<file path="config.mk">
export PLATFORM = sky130hd
export DESIGN_NAME = serial_adder_flat
export DESIGN_NICKNAME = d
export VERILOG_FILES = /design/src/rtl/serial_adder_pkg.sv /design/src/rtl/serial_adder_if.sv /design/src/rtl/full_adder.sv /design/src/rtl/serial_adder.sv /design/src/flat_wrapper.sv
export SDC_FILE = /design/constraint.sdc
export NUM_CORES = 1
export LEC_CHECK = 0
export BUFFER_PORTS_ARGS = -buffer_cell sky130_fd_sc_hd__buf_2
export CORE_MARGIN = 4
export CORE_UTILIZATION = 39
export CTS_CLUSTER_DIAMETER = 200
export DETAILED_ROUTE_END_ITERATION = 6
export PLACE_DENSITY = 0.65
export SKIP_CTS_REPAIR_TIMING = 1
export SLEW_MARGIN = 20
export SYNTH_ARGS = -nofsm -noshare
export SYNTH_HDL_FRONTEND = slang
export SYNTH_HIERARCHICAL = 1
export SYNTH_SLANG_ARGS = --single-unit
export TNS_END_PERCENT = 5
</file>
<file path="constraint.sdc">
create_clock -name clk -period 2 [get_ports clk]
set_input_delay 0.1 -clock clk [delete_from_list [all_inputs] [get_ports clk]]
set_output_delay 0.1 -clock clk [all_outputs]
set_load 0.05 [all_outputs]
</file>
<file path="src/rtl/serial_adder_pkg.sv">
// Shared types and helpers for the bit-serial adder/subtractor.
//   state_e   : sequencer state encoding (2'b11 is unused and recovers to idle)
//   cnt_width : bit counter width, never below one bit
package serial_adder_pkg;

  typedef enum logic [1:0] {
    StIdle = 2'b00,
    StRun  = 2'b01,
    StDone = 2'b10
  } state_e;

  function automatic int unsigned cnt_width(input int unsigned width);
    int unsigned w;
    w = $clog2(width);
    return (w < 1) ? 1 : w;
  endfunction

endpackage

</file>
<file path="src/rtl/serial_adder_if.sv">
// Handshake and operand/result bundle of the serial adder.
//   master : drives start/sub/a/b/cin, observes busy/done/sum/carry/overflow
//   slave  : the adder side of the same signals
interface serial_adder_if #(
  parameter int unsigned WIDTH = 8
);

  logic             start;
  logic             sub;
  logic [WIDTH-1:0] a;
  logic [WIDTH-1:0] b;
  logic             cin;
  logic             busy;
  logic             done;
  logic [WIDTH-1:0] sum;
  logic             carry;
  logic             overflow;

  modport master (
    output start, sub, a, b, cin,
    input  busy, done, sum, carry, overflow
  );

  modport slave (
    input  start, sub, a, b, cin,
    output busy, done, sum, carry, overflow
  );

endinterface

</file>
<file path="src/rtl/full_adder.sv">
// One-bit full adder cell.
//   a_i, b_i : operand bits
//   c_i      : carry in
//   s_o      : sum bit
//   c_o      : carry out
module full_adder (
  input  logic a_i,
  input  logic b_i,
  input  logic c_i,
  output logic s_o,
  output logic c_o
);

  assign s_o = a_i ^ b_i ^ c_i;
  assign c_o = (a_i & b_i) | (c_i & (a_i ^ b_i));

endmodule

</file>
<file path="src/rtl/serial_adder.sv">
// Bit-serial adder/subtractor: processes WIDTH-bit operands LSB-first, one bit per clock,
// through a single full_adder cell and a carry flip-flop.
//   clk : rising-edge clock
//   rst : asynchronous active-high reset
//   bus : slave side of serial_adder_if (start/sub/a/b/cin in; busy/done/sum/carry/overflow out)
module serial_adder
  import serial_adder_pkg::*;
#(
  parameter int unsigned WIDTH = 8
) (
  input  logic           clk,
  input  logic           rst,
  serial_adder_if.slave  bus
);

  localparam int unsigned      CntW    = cnt_width(WIDTH);
  localparam logic [CntW-1:0]  CntLast = CntW'(WIDTH - 1);

  state_e           state_q;
  logic [WIDTH-1:0] opa_q;    // operand A out of bit 0, result bits in at the MSB
  logic [WIDTH-1:0] opb_q;    // operand B, pre-inverted for subtraction
  logic             c_q;      // carry into the bit currently being processed
  logic [CntW-1:0]  cnt_q;
  logic             busy_q;
  logic             done_q;
  logic [WIDTH-1:0] sum_q;
  logic             carry_q;
  logic             ovf_q;

  logic             fa_s;
  logic             fa_co;
  logic [WIDTH-1:0] opa_shift;
  logic [WIDTH-1:0] opb_shift;

  full_adder u_full_adder (
    .a_i (opa_q[0]),
    .b_i (opb_q[0]),
    .c_i (c_q),
    .s_o (fa_s),
    .c_o (fa_co)
  );

  // As operand A shifts out of bit 0, sum bits shift in from the MSB; after WIDTH
  // steps the register holds the complete result, so it doubles as the result shifter.
  if (WIDTH == 1) begin : g_shift_w1
    assign opa_shift = fa_s;
    assign opb_shift = 1'b0;
  end else begin : g_shift_wn
    assign opa_shift = {fa_s, opa_q[WIDTH-1:1]};
    assign opb_shift = {1'b0, opb_q[WIDTH-1:1]};
  end

  always_ff @(posedge clk or posedge rst) begin
    if (rst) begin
      state_q <= StIdle;
      opa_q   <= '0;
      opb_q   <= '0;
      c_q     <= 1'b0;
      cnt_q   <= '0;
      busy_q  <= 1'b0;
      done_q  <= 1'b0;
      sum_q   <= '0;
      carry_q <= 1'b0;
      ovf_q   <= 1'b0;
    end else begin
      case (state_q)
        StIdle, StDone: begin
          done_q <= 1'b0;
          if (bus.start) begin
            opa_q   <= bus.a;
            opb_q   <= bus.b ^ {WIDTH{bus.sub}};
            // Subtraction is a + ~b + 1.
            c_q     <= bus.sub | bus.cin;
            cnt_q   <= '0;
            busy_q  <= 1'b1;
            state_q <= StRun;
          end else begin
            busy_q  <= 1'b0;
            state_q <= StIdle;
          end
        end
        StRun: begin
          opa_q <= opa_shift;
          opb_q <= opb_shift;
          c_q   <= fa_co;
          if (cnt_q == CntLast) begin
            sum_q   <= opa_shift;
            carry_q <= fa_co;
            // c_q is the carry into the MSB during the last step.
            ovf_q   <= c_q ^ fa_co;
            busy_q  <= 1'b0;
            done_q  <= 1'b1;
            state_q <= StDone;
          end else begin
            cnt_q <= cnt_q + CntW'(1);
          end
        end
        default: begin
          busy_q  <= 1'b0;
          done_q  <= 1'b0;
          state_q <= StIdle;
        end
      endcase
    end
  end

  assign bus.busy     = busy_q;
  assign bus.done     = done_q;
  assign bus.sum      = sum_q;
  assign bus.carry    = carry_q;
  assign bus.overflow = ovf_q;

endmodule

</file>
<file path="src/flat_wrapper.sv">
// flat-port wrapper written by rule: the top's interface ports become plain ports
module serial_adder_flat import serial_adder_pkg::*;
#(
  parameter int unsigned WIDTH = 8
)
  (clk, rst, bus_start, bus_sub, bus_a, bus_b, bus_cin, bus_busy, bus_done, bus_sum, bus_carry, bus_overflow);
  serial_adder_if #(.WIDTH(WIDTH)) bus_i ();
  input  logic clk;
  input  logic rst;
  input wire logic [$bits(bus_i.start)-1:0] bus_start;
  input wire logic [$bits(bus_i.sub)-1:0] bus_sub;
  input wire logic [$bits(bus_i.a)-1:0] bus_a;
  input wire logic [$bits(bus_i.b)-1:0] bus_b;
  input wire logic [$bits(bus_i.cin)-1:0] bus_cin;
  output wire logic [$bits(bus_i.busy)-1:0] bus_busy;
  output wire logic [$bits(bus_i.done)-1:0] bus_done;
  output wire logic [$bits(bus_i.sum)-1:0] bus_sum;
  output wire logic [$bits(bus_i.carry)-1:0] bus_carry;
  output wire logic [$bits(bus_i.overflow)-1:0] bus_overflow;
  assign bus_i.start = bus_start;
  assign bus_i.sub = bus_sub;
  assign bus_i.a = bus_a;
  assign bus_i.b = bus_b;
  assign bus_i.cin = bus_cin;
  assign bus_busy = bus_i.busy;
  assign bus_done = bus_i.done;
  assign bus_sum = bus_i.sum;
  assign bus_carry = bus_i.carry;
  assign bus_overflow = bus_i.overflow;
  serial_adder #(.WIDTH(WIDTH)) u_core (.clk(clk), .rst(rst), .bus(bus_i));
endmodule
</file>
# After elaboration in Yosys (flattened, before gate mapping)
# Cells that the tools add are included.
# totals
register_bits	34
in_bits	21
output_inout_bits	12
# classes
add_sub_neg	1
mux	17
bitwise	8
n_reduce_logical	6
eq_ne	6
# op_table
cell	n
8-bit case mux with 2 select lines	2
8-bit 2-to-1 mux	2
8-bit bitwise XOR	1
1-bit 2-to-1 mux	6
3-bit 2-to-1 mux	2
3-bit case mux with 2 select lines	1
2-bit inequality test, second input constant	2
1-bit case mux with 2 select lines	2
2-bit case mux with 2 select lines	1
2-bit AND reduction	2
3-bit by 1-bit adder with 3-bit output, second input constant	1
3-bit == test, second input constant	1
3-bit AND reduction	1
1-bit bitwise XOR	3
1-bit bitwise AND	2
2-bit by 1-bit == test with 1-bit output, second input constant	1
2-bit == test, second input constant	1
2-bit zero test	1
2-bit 2-to-1 mux	1
2-bit by 1-bit inequality test with 1-bit output, second input constant	1
1-bit OR	2
2-bit nonzero test	1
2-bit OR reduction	1

# Longest topological paths before layout
# Gate-level depths: netlist of the first run.
# depth
depth_word	4
ltp_mapped	6
ltp_nobuf	5

# Modules after synthesis
# Netlist of the first run, hierarchy kept.
# by_module_without_submodules
module	seq_area_each_um2	area_each_um2	instances	cells_each
serial_adder	825.8	1457.6	1	116
full_adder	0.0	20.0	1	1

# Least setup slack after synthesis of the first run
# Ideal clock, no wire load.
# synth_timing
path_kind	register to register
from	register u_core.cnt_q[0]
to	register u_core.carry_q (netlist: u_core/bus.carry)
slack_ns	0.454
setup_time_ns	0.125
t_arrival_ns	1.421
stages_incl_launch_ff	6
cell_sequence	dfrtp_1 ha_1 ha_1 nand3b_1 buf_2 mux2_2
# synth_between
elab_chain_len	2
# synth_rtl
item	line_no	rtl
start: declaration	serial_adder.sv:23	logic [CntW-1:0] cnt_q;
start signal: assignment	serial_adder.sv:95	cnt_q <= cnt_q + CntW'(1);
3-bit == test	serial_adder.sv:86	if (cnt_q == CntLast) begin
2-bit AND reduction (no source line)	--	
end signal: assignment	serial_adder.sv:88	carry_q <= fa_co;
end: declaration	serial_adder.sv:27	logic carry_q;
# No other way between the ends.
# A chain may end at the register's enable or synchronous reset.

# Worst setup path after layout of the first run
# layout_timing
from	register u_core.cnt_q[0]
to	register u_core.sum_q[3] (netlist: u_core/bus.sum[3])
# layout_between
elab_chain_len	2
# layout_rtl
item	line_no	rtl
3-bit == test	serial_adder.sv:86	
2-bit AND reduction (no source line)	--	
end signal: assignment	serial_adder.sv:87	sum_q <= opa_shift;
end: declaration	serial_adder.sv:26	logic [WIDTH-1:0] sum_q;
# No other way between the ends.

==> flow_metrics.py, run 1 <==
metrics = {
    "timing": {
        "setup_violations": 0,
        "slew_viol_final": 0,
        "rsz0062_at_grt": "no",
        "final.setup_skew_ns": 0.004510,
        "finalHoldViolCount": 0,
        "maxSlewHeadroom_pct": 68.59,
        "whs_ns": 0.1227,
        "fmax_mhz": 640.3,
        "finalSetupTns_ns": 0,
        "fin_crit_ns": 1.562,
        "post-route-period-util_pct": 78.09,
        "tightest_slew_ns": 0.4701,
    },
    "clock_network": {
        "cts_sinks": 33,
        "clkTransAtPathRegs_ns": 0.07,
        "numCtsBuffers": 5,
        "clk_root_buffer_cell": "clkbuf_8",
        "h-tree-depth": 2,
        "clk_latency_ns": 0.28,
        "cts_tree": "yes",
        "clockBufferDepth": 2,
    },
    "pwr": {
        "vdd_drop_max_uv": 539.4,
        "power_density_nw_per_um2": 1767,
        "power_mw": 3.122,
        "p_leak_nw": 0.9020,
    },
    "layout": {
        "area_growth_syn_to_layout_pct": 19.56,
        "drive_gt1_share_pct": 34.84,
        "antenna_cells": 0,
        "final_nets": 178,
        "final_cell_count_no_fill": 203,
    },
    "synth": {
        "yosys.area.top_type": "dfrtp_1",
        "ys_seq_area_share_pct": 55.88,
        "yosys-top-cells-count": "33 x dfrtp_1, 9 x a22o_1, 9 x mux2_2, 9 x nand2_1, 9 x nor2_1",
        "synthCells": 117,
        "synth_ff_type": "dfrtp_1",
        "yosysWarnings": 6,
        "post_synth.cell_area_avg_um2": 12.63,
        "synth_cell_types": 22,
        "synth.most_common_cell": "dfrtp_1",
        "synth_top_cell_area_share_pct": 55.88,
        "synth-seq-cells": 33,
        "synth_fp_nets": 141,
        "synth_edf_count": 0,
        "synth.cell_area_um2": 1478,
        "synth.area.top_cells": "dfrtp_1 56%, mux2_2 6.9%, a221o_1 5.4%",
        "async_flop_share_pct": 100.0,
    },
    "route": {
        "dr_total_vias": 1026,
        "dr.pass1.iters": 4,
        "detail_route.wl_per_cell_um": 13.80,
        "drt-vias-per-instance": 5.054,
        "met2_length_um": 1233,
        "wl_met3_um": 220,
        "ant_nets": 0,
        "drc_errors": 0,
        "wl_met1_um": 1290,
        "top_layer": "met4",
        "initialDrtViolationCount": 61,
        "finalWirelength_um": 2801,
    },
    "worst_setup_path": {
        "critPathLaunchType": "flop",
        "path_cells": "ha_1, ha_1, nand3b_1, buf_4, mux2_2",
        "critPathKind": "reg2reg",
        "slowest_stage": "dfrtp_1",
        "reg2reg_depth": 5,
        "worst-r2r-setup-slack_ns": 0.44,
        "r2r-end": "u_core/bus.sum[3]",
        "worst_ep_required_time_ns": 2.16,
        "crit_family": "flip-flops",
        "crit_path_max_fanout": 12,
        "cp.arrival_ns": 1.73,
        "cp-end-kind": "flop",
        "critPathBufInv": 1,
        "r2r-start": "u_core/cnt_q[0]",
        "path_common_cell": "ha_1",
        "max_stage_delay_ns": 0.40,
    },
    "placement": {
        "io_buffer_count": 32,
        "hpwl_um": 2009,
        "gp_congestion": 0.7021,
        "dpl.cell_count": 194,
    },
    "global_routing": {
        "antenna_found_initial": 0,
        "grt-ovfl-total": 0,
        "grt_pass1_wl_um": 4754,
        "grt_start_max_net_pins": 34,
        "grt_pass1_vias": 1011,
        "track_usage_pct": 12.44,
    },
    "die": {
        "rows": 22,
        "io_pins": 33,
        "die_h_um": 69.56,
        "die_w_um": 69.56,
        "start_util_pct": 40.36,
        "core_um2": 3661,
        "dieArea_um2": 4838,
    },
    "worst_hold_path": {
        "min_path_type": "in2reg",
        "hold_path_startpoint": "bus_a[3]",
        "whs_path_depth": 3,
        "whs_endpoint": "u_core/opa_q[3]",
    },
    "status": {
        "status": "complete, no violations",
    },
    "flow_run": {
        "max_cap_violations": 0,
    },
}
-- power breakdown --
part	leakage, nW	switching (mW)	internal, mW
combinational	0.449	0.857	0.594
clock	0.0450	0.234	0.241
sequential	0.408	0.205	0.991
total	0.902	1.30	1.83
-- layout make-up --
cell class	count	area, µm²
Fill cell	341	1894
Sequential cell	33	825.8
Multi-Input combinational cell	75	590.6
Timing Repair Buffer	37	200.2
Clock buffer	6	72.57
Tap cell	48	60.06
Clock inverter	2	10.01
Inverter	2	7.507
-- placed cells by master, fill, tap and decap left out --
cell type      synthesis  final
mux2_2                 9      9
nand2_1                9      9
dfrtp_1               33     33
a21o_1                 8      8
nor2_1                 9      9
a22o_1                 9      9
fa_1                   1      1
buf_4                  0      4
nor2_4                 1      1
a221o_1                8      8
clkinv_2               0      2
nor3b_1                1      1
xnor2_1                8      8
nor2b_2                1      1
xor2_1                 1      1
nand3b_1               1      1
mux2i_1                1      1
nor2b_1                1      1
o21ai_0                3      3
clkbuf_1               0      1
inv_1                  2      2
clkbuf_8               0      5
ha_1                   2      2
dlygate4sd3_1          0      1
buf_2                  4     32
nand2b_1               2      2
-- flip-flops by register name, indices dropped and copies added, names as in the netlist --
name                 cells
u_core/bus.sum           8
u_core/opa_q             8
u_core/opb_q             8
u_core/cnt_q             3
u_core/bus.busy          1
u_core/bus.carry         1
u_core/bus.done          1
u_core/bus.overflow      1
u_core/c_q               1
u_core/state_q           1
-- worst register-to-register path, cell delays in order (launching register included) --
cell	delay (ns)
dfrtp_1	0.40
ha_1	0.20
ha_1	0.20
nand3b_1	0.09
buf_4	0.20
mux2_2	0.36
-- worst max-delay path by stage --
| stage | from | endpoint | cells after the start |
|---|---|---|---|
| 2_1_floorplan | u_core/cnt_q[0] | u_core/bus.carry | 5 |
| 3_3_place_gp | u_core/cnt_q[0] | u_core/bus.sum[4] | 5 |
| 3_5_place_dp | u_core/cnt_q[0] | u_core/bus.sum[5] | 5 |
| 4_1_cts | u_core/cnt_q[0] | u_core/bus.sum[5] | 5 |
| 5_1_grt | u_core/cnt_q[0] | u_core/cnt_q[1] | 4 |
| 6_report | u_core/cnt_q[0] | u_core/bus.sum[3] | 5 |
-- cells by family after synthesis --
group | share of synthesized area, %
simple gates | 8.214
mux | 7.536
buf+inv | 4.149
fa+ha+maj | 3.048
xor+xnor | 5.335
compound gates | 15.83
flops | 55.88
-- metrics by stage --
| step | setup WS, ns | util (%) | cell area [µm²] |
|---|---|---|---|
| finish | 0.4382 | 48.26 | 1767 |
| floorplan | 0.4542 | - | 1478 |
| detailed placement | 0.4395 | 45.73 | 1674 |
| CTS | 0.4297 | 47.98 | 1757 |
| global placement | 0.4892 | 45.73 | 1674 |
| global route | 0.3188 | 48.26 | 1767 |
-- routing by layer --
layer  track usage, %  vias to the layer above
met1            15.38                      499
met2            18.64                       33
met5                0                        -
met3            5.362                        7
li1                 -                      487
met4            5.857                        0
(Power assumes the default switching activity.)
==> run 2, diff against run 1 <==
Settings changed: PLACE_DENSITY 0.65 to 0.67.
Clock period 2 ns to 1.35 ns, I/O delays scaled along.
==> flow_metrics.py, run 2 (synthesis gave the netlist of run 1 again) <==
metrics = {
    "placement": {
        "gp_congestion": 0.7405,
        "preCtsSetupSlack_ns": -0.1238,
        "dpl.cell_count": 201,
        "place_area_um2": 1782,
        "io_buffer_count": 32,
    },
    "timing": {
        "slew_viol_final": 0,
        "fin_crit_ns": 1.446,
        "post-route-period-util_pct": 107.1,
        "maxSlewHeadroom_pct": 71.90,
        "fmax_mhz": 691.7,
        "whs_ns": 0.08671,
        "setup_violations": 11,
        "tightest_slew_ns": 0.4206,
        "fin_ws_ns": -0.09568,
        "finalSetupTns_ns": -0.8335,
        "finalHoldViolCount": 0,
        "final.setup_skew_ns": 0.006710,
        "rsz0062_at_grt": "yes",
    },
    "clock_network": {
        "h-tree-depth": 2,
        "clockBufferDepth": 2,
        "clk_latency_ns": 0.28,
        "cts_tree": "yes",
        "numCtsBuffers": 5,
        "cts_sinks": 33,
        "clkTransAtPathRegs_ns": 0.07,
        "clk_root_buffer_cell": "clkbuf_8",
    },
    "layout": {
        "final_cell_count_no_fill": 210,
        "final_nets": 185,
        "drive_gt1_share_pct": 41.98,
        "final_area_um2": 1916,
        "area_growth_syn_to_layout_pct": 29.64,
        "layout_common_cells": "32 x buf_2, 32 x dfrtp_1, 10 x buf_4",
        "antenna_cells": 0,
        "final_core_util_pct": 52.32,
    },
    "die": {
        "core_um2": 3661,
        "rows": 22,
        "die_h_um": 69.56,
        "die_w_um": 69.56,
        "start_util_pct": 40.36,
        "io_pins": 33,
        "dieArea_um2": 4838,
    },
    "pwr": {
        "p_leak_nw": 0.9977,
        "power_density_nw_per_um2": 2647,
        "vdd_drop_max_uv": 892.4,
        "power_mw": 5.070,
    },
    "global_routing": {
        "track_usage_pct": 13.54,
        "grt_start_max_net_pins": 34,
        "grt-ovfl-total": 0,
        "grt_pass1_vias": 1095,
        "antenna_found_initial": 0,
        "grt_pass1_wl_um": 5244,
    },
    "worst_setup_path": {
        "worst_ep_required_time_ns": 1.52,
        "reg2reg_depth": 5,
        "r2r-start": "u_core/cnt_q[1]",
        "critPathKind": "reg2reg",
        "slowest_stage": "dfrtp_1",
        "crit_path_max_fanout": 12,
        "r2r-end": "u_core/bus.sum[2]",
        "worst-r2r-setup-slack_ns": -0.1,
        "path_cells": "ha_2, ha_4, nand3b_1, buf_12, mux2_4",
        "critPathLaunchType": "flop",
        "cp.arrival_ns": 1.61,
        "max_stage_delay_ns": 0.39,
        "critPathBufInv": 1,
        "crit_family": "flip-flops",
        "cp-end-kind": "flop",
    },
    "route": {
        "initialDrtViolationCount": 49,
        "drt-vias-per-instance": 5.019,
        "finalWirelength_um": 2933,
        "drc_errors": 0,
        "dr.pass1.iters": 4,
        "ant_nets": 0,
        "dr_total_vias": 1054,
        "detail_route.wl_per_cell_um": 13.97,
    },
    "status": {
        "violations": "setup timing",
        "status": "finished, violations left",
    },
    "worst_hold_path": {
        "min_path_type": "in2reg",
        "hold_path_startpoint": "bus_a[3]",
        "whs_endpoint": "u_core/opa_q[3]",
        "whs_path_depth": 3,
    },
    "flow_run": {
        "max_cap_violations": 0,
    },
}
[run 2: worst register-to-register path, cell delays in order, from the launching register on]
cell and delay [ns]:
dfrtp_1 0.39, ha_2 0.20, ha_4 0.15, nand3b_1 0.12, buf_12 0.16, mux2_4 0.31
[run 2: final cells by class]
| class | instances | area (µm²) |
|---|---|---|
| Clock buffer | 7 | 96.34 |
| Clock inverter | 1 | 5.005 |
| Fill cell | 325 | 1745 |
| Inverter | 2 | 7.507 |
| Multi-Input combinational cell | 75 | 654.4 |
| Sequential cell | 33 | 827.0 |
| Tap cell | 48 | 60.06 |
| Timing Repair Buffer | 44 | 265.3 |
[run 2: routing by layer]
metal	GRT usage (%)	vias up	wire length [µm]
li1	-	500	-
met1	18.26	511	1321
met2	19.49	37	1328
met3	5.797	6	240
met4	4.555	0	42
met5	0	-	0
[run 2: worst max path at each step]
stage                          from  cells past startpoint           endpoint  slack, ns
finish              u_core/cnt_q[1]                      5  u_core/bus.sum[2]       -0.1
global route        u_core/cnt_q[1]                      5  u_core/bus.sum[5]      -0.15
CTS                 u_core/cnt_q[1]                      5  u_core/bus.sum[5]      -0.13
detailed placement  u_core/cnt_q[1]                      5  u_core/bus.sum[5]      -0.12
global placement    u_core/cnt_q[1]                      5  u_core/bus.sum[5]      -0.08
floorplan           u_core/cnt_q[0]                      5   u_core/bus.carry      -0.08
[run 2: power breakdown]
part           internal (mW)  switching [mW]
logic                   1.14            1.34
registers               1.47           0.318
clock network          0.460           0.343
==> run 3, diff against run 2 <==
Settings changed: CORE_UTILIZATION 39 to 47, PLACE_DENSITY 0.67 to 0.78, REMOVE_ABC_BUFFERS from default to 1, SKIP_LAST_GASP from default to 1.
==> flow_metrics.py, run 3 (synthesis gave the netlist of run 1 again) <==
metrics = {
    "status": {
        "status": "finished, violations left",
        "violations": "setup timing",
    },
    "timing": {
        "maxSlewHeadroom_pct": 72.76,
        "whs_ns": 0.03146,
        "rsz0062_at_grt": "yes",
        "final.setup_skew_ns": 0.01001,
        "tightest_slew_ns": 0.4086,
        "post-route-period-util_pct": 113.3,
        "slew_viol_final": 0,
        "fin_ws_ns": -0.1796,
        "setup_violations": 14,
        "finalHoldViolCount": 0,
        "finalSetupTns_ns": -1.808,
        "fmax_mhz": 653.8,
        "fin_crit_ns": 1.530,
    },
    "clock_network": {
        "h-tree-depth": 2,
        "clk_latency_ns": 0.34,
        "clk_root_buffer_cell": "clkbuf_4",
        "clkTransAtPathRegs_ns": 0.10,
        "cts_sinks": 33,
        "clockBufferDepth": 2,
        "cts_tree": "yes",
        "numCtsBuffers": 5,
    },
    "route": {
        "dr.pass1.iters": 5,
        "drc_errors": 0,
        "dr_total_vias": 1017,
        "ant_nets": 0,
        "finalWirelength_um": 2701,
        "drt-vias-per-instance": 4.961,
        "initialDrtViolationCount": 62,
        "detail_route.wl_per_cell_um": 13.18,
    },
    "placement": {
        "hpwl_um": 1992,
        "gp_congestion": 0.7672,
        "place_area_um2": 1727,
        "io_buffer_count": 32,
    },
    "layout": {
        "final_area_um2": 1844,
        "drive_gt1_share_pct": 38.51,
        "antenna_cells": 0,
        "final_nets": 184,
        "layout_common_cells": "33 x dfrtp_1, 32 x buf_2",
        "area_growth_syn_to_layout_pct": 24.81,
        "fillers": 268,
        "final_common_cell": "dfrtp_1",
    },
    "pwr": {
        "vdd_drop_max_uv": 966.4,
        "p_leak_nw": 0.9504,
        "power_density_nw_per_um2": 2682,
    },
    "worst_setup_path": {
        "cp.arrival_ns": 1.75,
        "worst-r2r-setup-slack_ns": -0.18,
        "cp-startpoint": "u_core/cnt_q[0]",
        "worst_ep_required_time_ns": 1.57,
        "reg2reg_depth": 5,
        "path_cells": "ha_1, ha_1, nand3b_1, buf_12, mux2_2",
        "path_common_cell": "ha_1",
        "r2r-start": "u_core/cnt_q[0]",
        "slowest_stage": "dfrtp_1",
        "critPathKind": "reg2reg",
        "cp-end-kind": "flop",
        "crit_path_end": "u_core/bus.sum[1]",
        "r2r-end": "u_core/bus.sum[1]",
        "max_stage_delay_ns": 0.40,
        "critPathLaunchType": "flop",
        "crit_path_max_fanout": 12,
    },
    "global_routing": {
        "grt-ovfl-total": 0,
        "grt_pass1_vias": 1039,
        "grt_start_max_net_pins": 34,
        "track_usage_pct": 15.42,
        "antenna_found_initial": 0,
        "grt_pass1_wl_um": 4823,
    },
    "worst_hold_path": {
        "min_path_type": "in2reg",
    },
    "die": {
        "die_h_um": 64.07,
        "die_w_um": 64.07,
        "rows": 20,
        "core_um2": 3028,
        "start_util_pct": 48.80,
        "dieArea_um2": 4105,
        "io_pins": 33,
    },
    "flow_run": {
        "max_cap_violations": 0,
    },
}
==> run 3: changes by cell type in the layout (fill, tap and decap cells not counted), sizes merged <==
cell,before,now
buf,43,42
bufinv,0,2
clkbuf,7,5
==> run 3: how the worst min path moves through the flow <==
stage | cells after the start | slack (ns) | startpoint | endpoint
2_1_floorplan | 1 | 0.20 | rst | u_core/bus.busy
3_3_place_gp | 3 | 0.17 | rst | u_core/opb_q[3]
3_5_place_dp | 3 | 0.17 | rst | u_core/cnt_q[0]
4_1_cts | 3 | -0.20 | rst | u_core/opa_q[1]
5_1_grt | 3 | 0.02 | bus_a[7] | u_core/opa_q[7]
6_report | 3 | 0.03 | bus_a[5] | u_core/opa_q[5]
==> run 3: where the power goes <==
part	switching, mW	total (mW)	internal [mW]
registers	0.284	1.75	1.46
logic	1.31	2.30	0.993
clock network	0.326	0.899	0.573
total	1.92	4.95	3.03
==> run 3: per-layer routing <==
layer / global-route usage, % / routed length (µm)
met2: 24.13 / 1276
met5: 0 / 0
met1: 19.04 / 1198
met3: 6.854 / 194
met4: 4.852 / 31
==> run 3: stage by stage <==
step	setup slack, ns	instances	util (%)	total power, mW
after floorplan	-0.3458	110	-	3.400
after global placement	-0.1115	196	57.02	3.981
after detailed placement	-0.1786	196	57.02	4.084
after CTS	-0.1873	204	60.41	4.988
after global routing	-0.2542	205	60.91	5.317
final	-0.1796	205	60.91	4.945
==> run 3: layout make-up <==
type	instances	area (µm²)	area share [%]
clock buffer	5	37.54	2.035
clock inverter	3	65.06	3.528
inverter	2	7.507	0.4071
multi-input combinational	75	595.6	32.29
sequential	33	825.8	44.78
tap	44	55.05	2.985
timing repair buffer	43	257.7	13.98
==> run 3: worst max-delay path, delay by kind of cell (launching register included) <==
kind | cells | cell delay [ns]
buffers and inverters | 1 | 0.15
multiplexers | 1 | 0.33
flip-flops | 1 | 0.40
AND/OR/NAND/NOR | 1 | 0.14
adder cells (fa/ha/maj) | 2 | 0.40
